File: src/rtl/riscv_dmi_target.sv
// DMI target front-end: one DMI request at a time onto the debug-module
// register bus, with a grant timeout for a stalled backend.
module riscv_dmi_target #(
  parameter int ADDR_WIDTH     = 7,
  parameter int DATA_WIDTH     = 32,
  parameter int TIMEOUT_CYCLES = 255
) (
  input  logic                  clk_i,
  input  logic                  rst_i,
  input  logic                  dmi_req_valid_i,
  output logic                  dmi_req_ready_o,
  input  logic [ADDR_WIDTH-1:0] dmi_req_addr_i,
  input  logic [DATA_WIDTH-1:0] dmi_req_data_i,
  input  logic [1:0]            dmi_req_op_i,
  output logic                  dmi_resp_valid_o,
  input  logic                  dmi_resp_ready_i,
  output logic [DATA_WIDTH-1:0] dmi_resp_data_o,
  output logic [1:0]            dmi_resp_op_o,
  output logic                  reg_req_o,
  output logic                  reg_we_o,
  output logic [ADDR_WIDTH-1:0] reg_addr_o,
  output logic [DATA_WIDTH-1:0] reg_wdata_o,
  input  logic                  reg_gnt_i,
  input  logic                  reg_rvalid_i,
  input  logic [DATA_WIDTH-1:0] reg_rdata_i,
  input  logic                  reg_err_i
);

  localparam int TW = (TIMEOUT_CYCLES > 0) ?
                      $clog2(TIMEOUT_CYCLES + 1) : 1;
  localparam int TLAST_INT = (TIMEOUT_CYCLES > 0) ?
                             TIMEOUT_CYCLES - 1 : 0;
  localparam logic [TW-1:0] TLAST = TW'(TLAST_INT);
  localparam logic TO_EN = (TIMEOUT_CYCLES != 0);

  localparam logic [1:0] OP_NOP   = 2'd0;
  localparam logic [1:0] OP_READ  = 2'd1;
  localparam logic [1:0] OP_WRITE = 2'd2;
  localparam logic [1:0] OP_RSVD  = 2'd3;
  localparam logic [1:0] ST_OK    = 2'd0;
  localparam logic [1:0] ST_FAIL  = 2'd2;

  typedef enum logic [1:0] {
    IDLE,
    REQ,
    WAIT,
    RESP
  } state_e;

  state_e                state_q, state_d;
  logic [TW-1:0]         timer_q, timer_d;
  logic [ADDR_WIDTH-1:0] addr_q;
  logic [DATA_WIDTH-1:0] data_q;
  logic [1:0]            op_q;
  logic [DATA_WIDTH-1:0] rdata_q, rdata_d;
  logic [1:0]            rop_q, rop_d;
  logic                  capture;
  logic [DATA_WIDTH-1:0] done_data;
  logic [1:0]            done_op;

  // Completion result, shared by the REQ fast path and WAIT.
  always_comb begin
    done_op   = reg_err_i ? ST_FAIL : ST_OK;
    done_data = '0;
    if (!reg_err_i && op_q == OP_READ) begin
      done_data = reg_rdata_i;
    end
  end

  always_comb begin
    state_d = state_q;
    timer_d = timer_q;
    rdata_d = rdata_q;
    rop_d   = rop_q;
    capture = 1'b0;
    unique case (state_q)
      IDLE: begin
        if (dmi_req_valid_i) begin
          capture = 1'b1;
          timer_d = '0;
          rdata_d = '0;
          unique case (dmi_req_op_i)
            OP_NOP: begin
              state_d = RESP;
              rop_d   = ST_OK;
            end
            OP_RSVD: begin
              state_d = RESP;
              rop_d   = ST_FAIL;
            end
            default: state_d = REQ;
          endcase
        end
      end
      REQ: begin
        if (reg_gnt_i) begin
          if (reg_rvalid_i) begin
            state_d = RESP;
            rdata_d = done_data;
            rop_d   = done_op;
          end else begin
            state_d = WAIT;
          end
        end else if (TO_EN && timer_q == TLAST) begin
          state_d = RESP;
          rdata_d = '0;
          rop_d   = ST_FAIL;
        end else if (timer_q != '1) begin
          timer_d = timer_q + 1'b1;
        end
      end
      WAIT: begin
        if (reg_rvalid_i) begin
          state_d = RESP;
          rdata_d = done_data;
          rop_d   = done_op;
        end
      end
      RESP: begin
        if (dmi_resp_ready_i) begin
          state_d = IDLE;
        end
      end
      default: state_d = IDLE;
    endcase
  end

  always_ff @(posedge clk_i or posedge rst_i) begin
    if (rst_i) begin
      state_q <= IDLE;
      timer_q <= '0;
      addr_q  <= '0;
      data_q  <= '0;
      op_q    <= '0;
      rdata_q <= '0;
      rop_q   <= '0;
    end else begin
      state_q <= state_d;
      timer_q <= timer_d;
      rdata_q <= rdata_d;
      rop_q   <= rop_d;
      if (capture) begin
        addr_q <= dmi_req_addr_i;
        data_q <= dmi_req_data_i;
        op_q   <= dmi_req_op_i;
      end
    end
  end

  // Gating with rst_i makes handshakes drop the moment reset asserts.
  assign dmi_req_ready_o  = (state_q == IDLE) & ~rst_i;
  assign dmi_resp_valid_o = (state_q == RESP) & ~rst_i;
  assign dmi_resp_data_o  = rdata_q;
  assign dmi_resp_op_o    = rop_q;
  assign reg_req_o        = (state_q == REQ) & ~rst_i;
  assign reg_we_o         = reg_req_o & (op_q == OP_WRITE);
  assign reg_addr_o       = addr_q;
  assign reg_wdata_o      = data_q;

endmodule

File: config.mk
export PLATFORM = sky130hd
export DESIGN_NAME = riscv_dmi_target
export DESIGN_NICKNAME = d
export VERILOG_FILES = /design/src/rtl/riscv_dmi_target.sv
export SDC_FILE = /design/constraint.sdc
export NUM_CORES = 1
export LEC_CHECK = 0
export ABC_AREA = 1
export CAP_MARGIN = 20
export CORE_MARGIN = 2
export CORE_UTILIZATION = 40
export DETAILED_ROUTE_END_ITERATION = 12
export PLACE_DENSITY = 0.88
export SLEW_MARGIN = 20
export SYNTH_ARGS = -nofsm -noshare
export SYNTH_HDL_FRONTEND = slang
export SYNTH_SLANG_ARGS = --single-unit
File: constraint.sdc
create_clock -name clk_i -period 2.8 [get_ports clk_i]
set_input_delay 0.56 -clock clk_i [delete_from_list [all_inputs] [get_ports clk_i]]
set_output_delay 0.56 -clock clk_i [all_outputs]
set_load 0.01 [all_outputs]
==> results of run 1 <==
synthesized netlist by cell type:
cell	count	area (um^2)
a21oi_1	56	280
a21oi_2	10	87.6
buf_2	12	60.1
buf_4	1	7.51
buf_6	6	67.6
clkbuf_1	6	22.5
dfrtp_1	85	2130
ha_1	10	125
inv_1	52	195
inv_2	1	3.75
mux2_2	39	439
nand2_1	45	169
nand2_2	3	18.8
nand2_4	4	45.0
nand3_1	45	225
nand3_4	1	17.5
nand4_4	1	21.3
nor2_1	54	203
nor2_2	5	31.3
nor2_4	2	22.5
o211ai_1	1	7.51
o21a_1	1	7.51
o21ai_0	11	55.1
o22ai_1	1	6.26
or2_4	1	8.76
placed cells by master, fill, tap and decap left out, drive strengths merged:
master	netlist	routed
o21a	1	1
ha	10	10
nand4	1	1
o211ai	1	1
o21ai	11	11
dfrtp	85	85
or2	1	1
inv	53	53
nand2	52	52
buf	19	9
nor2	61	61
mux2	39	39
clkbuf	6	10
nand3	46	46
clkdlybuf4s50	0	156
clkinv	0	3
a21oi	66	66
o22ai	1	1
bufinv	0	2
final cells by class:
type | count | area share, %
Clock buffer | 10 | 2.24
Timing Repair Buffer | 165 | 26.9
Sequential cell | 85 | 34.6
Tap cell | 136 | 2.77
Inverter | 53 | 3.26
Clock inverter | 5 | 1.34
Multi-Input combinational cell | 290 | 28.9
state kept, by name, summed over array words and instances (netlist names):
register         flops
timer_q              8
op_q                 2
state_q              2
dmi_resp_op_o        2
reg_addr_o           7
dmi_resp_data_o     32
reg_wdata_o         32
how the worst max path moves through the flow:
stage,start,endpoint,slack [ns],depth (start not counted)
floorplan,rst_i,dmi_resp_data_o[0],0.05,1
global placement,rst_i,reg_we_o,0.22,5
detailed placement,rst_i,reg_we_o,0.22,5
CTS,state_q[1],reg_we_o,0.02,7
global route,state_q[1],reg_we_o,0.06,7
finish,state_q[1],reg_we_o,0.19,7
stage by stage:
step | hold WS (ns) | setup WS, ns | instance area, um^2 | std cells
floorplan | 0.471 | 0.0465 | 4250 | 453
global placement | 0.476 | 0.223 | 5930 | 729
detailed placement | 0.492 | 0.223 | 5930 | 729
CTS | 0.512 | 0.0155 | 6150 | 744
global route | 0.520 | 0.0592 | 6150 | 744
finish | 0.506 | 0.190 | 6150 | 744
power breakdown:
| group | total (mW) | internal [mW] | switching (mW) |
|---|---|---|---|
| combinational | 3.24 | 1.61 | 1.62 |
| clock | 0.966 | 0.526 | 0.440 |
| sequential | 2.01 | 1.73 | 0.283 |
routing by layer:
layer	vias to the layer above	GRT usage [%]	part of all wire (%)
met2	132	31.0	50
met4	0	6.96	1.4
met5	-	0	0
met1	1737	21.6	40
li1	1765	-	-
met3	13	5.84	8.4
logic make-up (layout without fill, tap and decap cells):
kind of cell,count (synthesis),in the layout,share of synthesized area (%)
mux,39,39,10.3
simple gates,161,161,17.9
fa+ha+maj,10,10,2.94
flops,85,85,50.0
buf+inv,78,233,8.38
compound gates,80,80,10.4
what timing repair did:
action / in CTS / in global routing
endpoints found under the setup margin: 0 / 1
gates resized for setup: 0 / 2
hold endpoints to repair: 0 / 0
hold buffers: 0 / 0
==> flow_summary_export.csv, run 1 <==
group,metric,value,unit
status,status,"finished clean",
place,gp_congestion,0.793,
sta,period_needed,2.61,ns
min_path,hold_class,"reg -> reg",
critical_path,cp_common_cell,"inv_2",
sta,worstMarginPinSlew,0.438,ns
layout,area_growth,44.6,%
detailed_routing,wl_per_cell,14.4,um
critical_path,crit_family,"buffers and inverters",
floorplan,die_y,107,um
floorplan,fp.dieArea,11500,um^2
detailed_routing,vias_per_cell,4.90,
min_path,worstHoldStart,"dmi_resp_op_o[0]",
critical_path,worstSetupPathType,"reg -> out",
sta,rsz0062_at_grt,"no",
clock_network,clockBufferDepth,2,
sta,relSlewSlack,70.8,%
sta,max_freq,383,MHz
sta,min_period_over_period,93.2,%
clock_network,clk_pin_slew,0.09,ns
logic_synthesis,syn_area,4250,um^2
sta,setup-violations-final,0,
floorplan,rows,37,
critical_path,worstPathCellList,"inv_2 -> ha_1 -> inv_2 -> nor2_2 -> nand2_1 -> nor2_1 -> clkdlybuf4s50_1",
critical_path,r2r-end,"dmi_resp_data_o[13]",
place,dp.final_hpwl,7820,um
logic_synthesis,syn_nets,543,
layout,nNetsFinal,694,
clock_network,cts_tree,"yes",
clock_network,numCtsBuffers,9,
place,port_buffers,156,
global_routing,antenna_found_initial,0,
global_routing,grt_max_degree,38,
sta,fin_worst_skew,0.0124,ns
logic_synthesis,synth-seq-cells,85,
detailed_routing,drt_iter0_markers,263,
critical_path,r2r_cells,7,
logic_synthesis,ys_types,25,
critical_path,required,2.24,ns
detailed_routing,routed_wl,10700,um
logic_synthesis,seq_area_frac_synth,50.0,%
critical_path,rrSetupSlack,0.73,ns
critical_path,worst_setup_path_start_kind,"flip-flop",
logic_synthesis,synth_cells,453,
layout,antenna_cells,0,
floorplan,core_area,10300,um^2
power,power,6.21,mW
critical_path,critPathArrivalTime,2.05,ns
logic_synthesis,syn_avg_cell_area,9.39,um^2
power,leakage,2.63,nW
sta,hold_viol_final,0,
layout,nFillCells,863,
global_routing,overflow,0,
critical_path,r2r-start,"state_q[0]",
clock_network,root_buffer,"clkbuf_8",
min_path,min_delay_path_depth,1,
global_routing,grt_pass1_vias,3625,
clock_network,htree_levels,3,
detailed_routing,remaining_drc_errors,0,
logic_synthesis,yosys_warnings,0,
clock_network,postCtsSetupBuffers,0,
layout,drive_gt1_share,15.8,%
critical_path,max_stage_delay,0.54,ns
floorplan,io_pins,157,
clock_network,clock_latency,0.35,ns
floorplan,start_util,41.2,%
layout,multi_input_area,1780,um^2
detailed_routing,num_vias,3647,
sta,tns,0,ns
critical_path,end_kind,"output pin",
global_routing,grt_pass1_wl,16700,um
run,max_cap_viol_count,0,
detailed_routing,ant_nets,0,
min_path,holdPathEnd,"dmi_resp_op_o[0]",
power,peakVddDrop,0.553,mV
sta,finalMaxSlewViolations,0,
detailed_routing,first_pass_iters,4,
global_routing,globalRouteTotalUtil,18.3,%
clock_network,cts_sinks,85,
floorplan,die_x,107,um
layout,register_area,2130,um^2
critical_path,crit_path_max_fanout,6,
power,power_density,1010,nW/um^2
critical_path,slowest_stage,"clkdlybuf4s50_1",
layout,fin_util,59.6,%
critical_path,worst-path-buf-inv,3,
No activity file was read; power rests on OpenSTA's default activity.
==> run 2: changes to the inputs <==
--- a/config.mk
+++ b/config.mk
@@ -7,8 +7,8 @@
 export LEC_CHECK = 0
 export ABC_AREA = 1
 export CAP_MARGIN = 20
-export CORE_MARGIN = 2
 export CORE_UTILIZATION = 40
+export CTS_CLUSTER_SIZE = 25
 export DETAILED_ROUTE_END_ITERATION = 12
 export PLACE_DENSITY = 0.88
 export SLEW_MARGIN = 20
==> flow_summary_export.csv, run 2 (synthesis gave the netlist of run 1 again) <==
group,metric,value,unit
critical_path,required,2.24,ns
sta,holdWs,0.499,ns
critical_path,r2r-start,"state_q[0]",
place,dpl-instance-area,5930,um^2
clock_network,cts_sinks,85,
power,peakVddDrop,0.562,mV
clock_network,ctsHoldBuffers,0,
sta,max_freq,390,MHz
sta,tns,0,ns
power,p_seq_share,33.1,%
layout,area_growth,43.9,%
power,switching_share,39.5,%
layout,final_cell_mix,"155 x clkdlybuf4s50_1, 85 x dfrtp_1, 56 x a21oi_1, 53 x nor2_1, 51 x inv_1",
detailed_routing,vias_per_cell,4.93,
clock_network,root_buffer,"clkbuf_8",
layout,layout_commonest_cell,"clkdlybuf4s50_1",
sta,hold_viol_final,0,
critical_path,rrSetupSlack,0.76,ns
floorplan,fp.dieArea,11100,um^2
sta,rsz0062_at_grt,"no",
floorplan,start_util,41.2,%
global_routing,overflow,0,
global_routing,grt_pass1_vias,3607,
floorplan,die_y,105,um
detailed_routing,ant_nets,0,
sta,fin_worst_skew,0.0148,ns
power,clkPwrFrac,13.8,%
place,port_buffers,156,
critical_path,r2r_cells,7,
layout,fin_util,59.3,%
sta,worstMarginPinSlew,0.563,ns
power,leakage,2.62,nW
detailed_routing,topRoutingLayerUsed,"met4",
detailed_routing,routed-wl-met3,820,um
layout,nNetsFinal,694,
run,max_cap_viol_count,0,
layout,instances_no_fill,745,
place,placedCellCount,729,
critical_path,worst_setup_path_start_kind,"flip-flop",
status,status,"finished clean",
min_path,worstHoldStart,"dmi_resp_op_o[0]",
detailed_routing,routed_wl,10600,um
critical_path,critPathArrivalTime,2.01,ns
clock_network,htree_levels,3,
detailed_routing,wl_per_cell,14.2,um
critical_path,r2r-end,"dmi_resp_data_o[30]",
detailed_routing,wl_met2,5220,um
clock_network,clock_latency,0.35,ns
detailed_routing,drt_iter0_markers,205,
clock_network,cts_tree,"yes",
place,dp.final_hpwl,7680,um
clock_network,numCtsBuffers,9,
sta,finalMaxSlewViolations,0,
layout,design_area,6120,um^2
critical_path,worstSetupPathType,"reg -> out",
global_routing,globalRouteTotalUtil,19.6,%
power,pwr-share-comb,53.1,%
detailed_routing,first_pass_iters,4,
clock_network,clk_pin_slew,0.09,ns
power,intPower,3.68,mW
min_path,holdPathEnd,"dmi_resp_op_o[0]",
clock_network,clockBufferDepth,2,
power,p_switching,2.40,mW
detailed_routing,remaining_drc_errors,0,
sta,setup-violations-final,0,
global_routing,grt_pass1_wl,17200,um
sta,min_period_over_period,91.7,%
layout,antenna_cells,0,
floorplan,rows,37,
sta,period_needed,2.57,ns
layout,drive_gt1_share,15.6,%
critical_path,end_kind,"output pin",
sta,relSlewSlack,62.4,%
floorplan,io_pins,157,
global_routing,grt_max_degree,34,
clock_network,postCtsSetupBuffers,0,
detailed_routing,met1_length,4370,um
critical_path,crit_path_max_fanout,6,
floorplan,die_x,105,um
floorplan,core_area,10300,um^2
place,gp_congestion,0.847,
min_path,hold_class,"reg -> reg",
detailed_routing,num_vias,3673,
global_routing,antenna_found_initial,0,
power,power_density,992,nW/um^2
min_path,min_delay_path_depth,1,
-- run 2: cell type report --
type                       count  area (um^2)
clock buffer                   9          124
sequential                    85         2130
fill                         885         4200
multi-input combinational    290         1780
timing repair buffer         165         1660
tap                          136          170
inverter                      53          200
clock inverter                 7         68.8
-- run 2: how the worst max path moves through the flow --
stage	start	to	slack (ns)
finish	state_q[1]	reg_req_o	0.23
detailed placement	rst_i	reg_we_o	0.27
CTS	state_q[1]	reg_we_o	0.06
global placement	rst_i	reg_we_o	0.28
floorplan	rst_i	dmi_resp_data_o[0]	0.05
global route	state_q[1]	reg_req_o	0.08
-- run 2: power by group through the flow --
stage	registers, mW	logic [mW]	clock network (mW)
floorplan	2.20	1.71	0
global placement	1.99	3.14	0
detailed placement	2.03	3.24	0
CTS	2.01	3.26	0.862
global route	2.07	3.53	0.914
finish	2.01	3.23	0.840
-- run 2: what timing repair did --
item,CTS,global route
gates resized for setup,0,1
endpoints found under the setup margin,0,1
endpoints found under the hold margin,0,0
-- run 2: per-stage QoR --
stage / setup WS [ns] / total power, mW
after floorplan: 0.0465 / 3.91
after CTS: 0.0593 / 6.14
final: 0.234 / 6.07
after global placement: 0.283 / 5.13
after detailed placement: 0.271 / 5.27
after global routing: 0.0813 / 6.52
-- run 2: worst max-delay path, cell delays in order, from the launching register on --
cell             delay (ns)
dfrtp_1                0.42
inv_1                  0.15
ha_1                   0.21
inv_2                  0.09
nor2_1                 0.19
clkdlybuf4s50_1        0.60
-- run 2: metal layers --
metal | up-vias | track usage [%]
li1 | 1771 | -
met1 | 1737 | 23.7
met2 | 147 | 33.3
met3 | 18 | 5.80
met4 | 0 | 6.94
met5 | - | 0
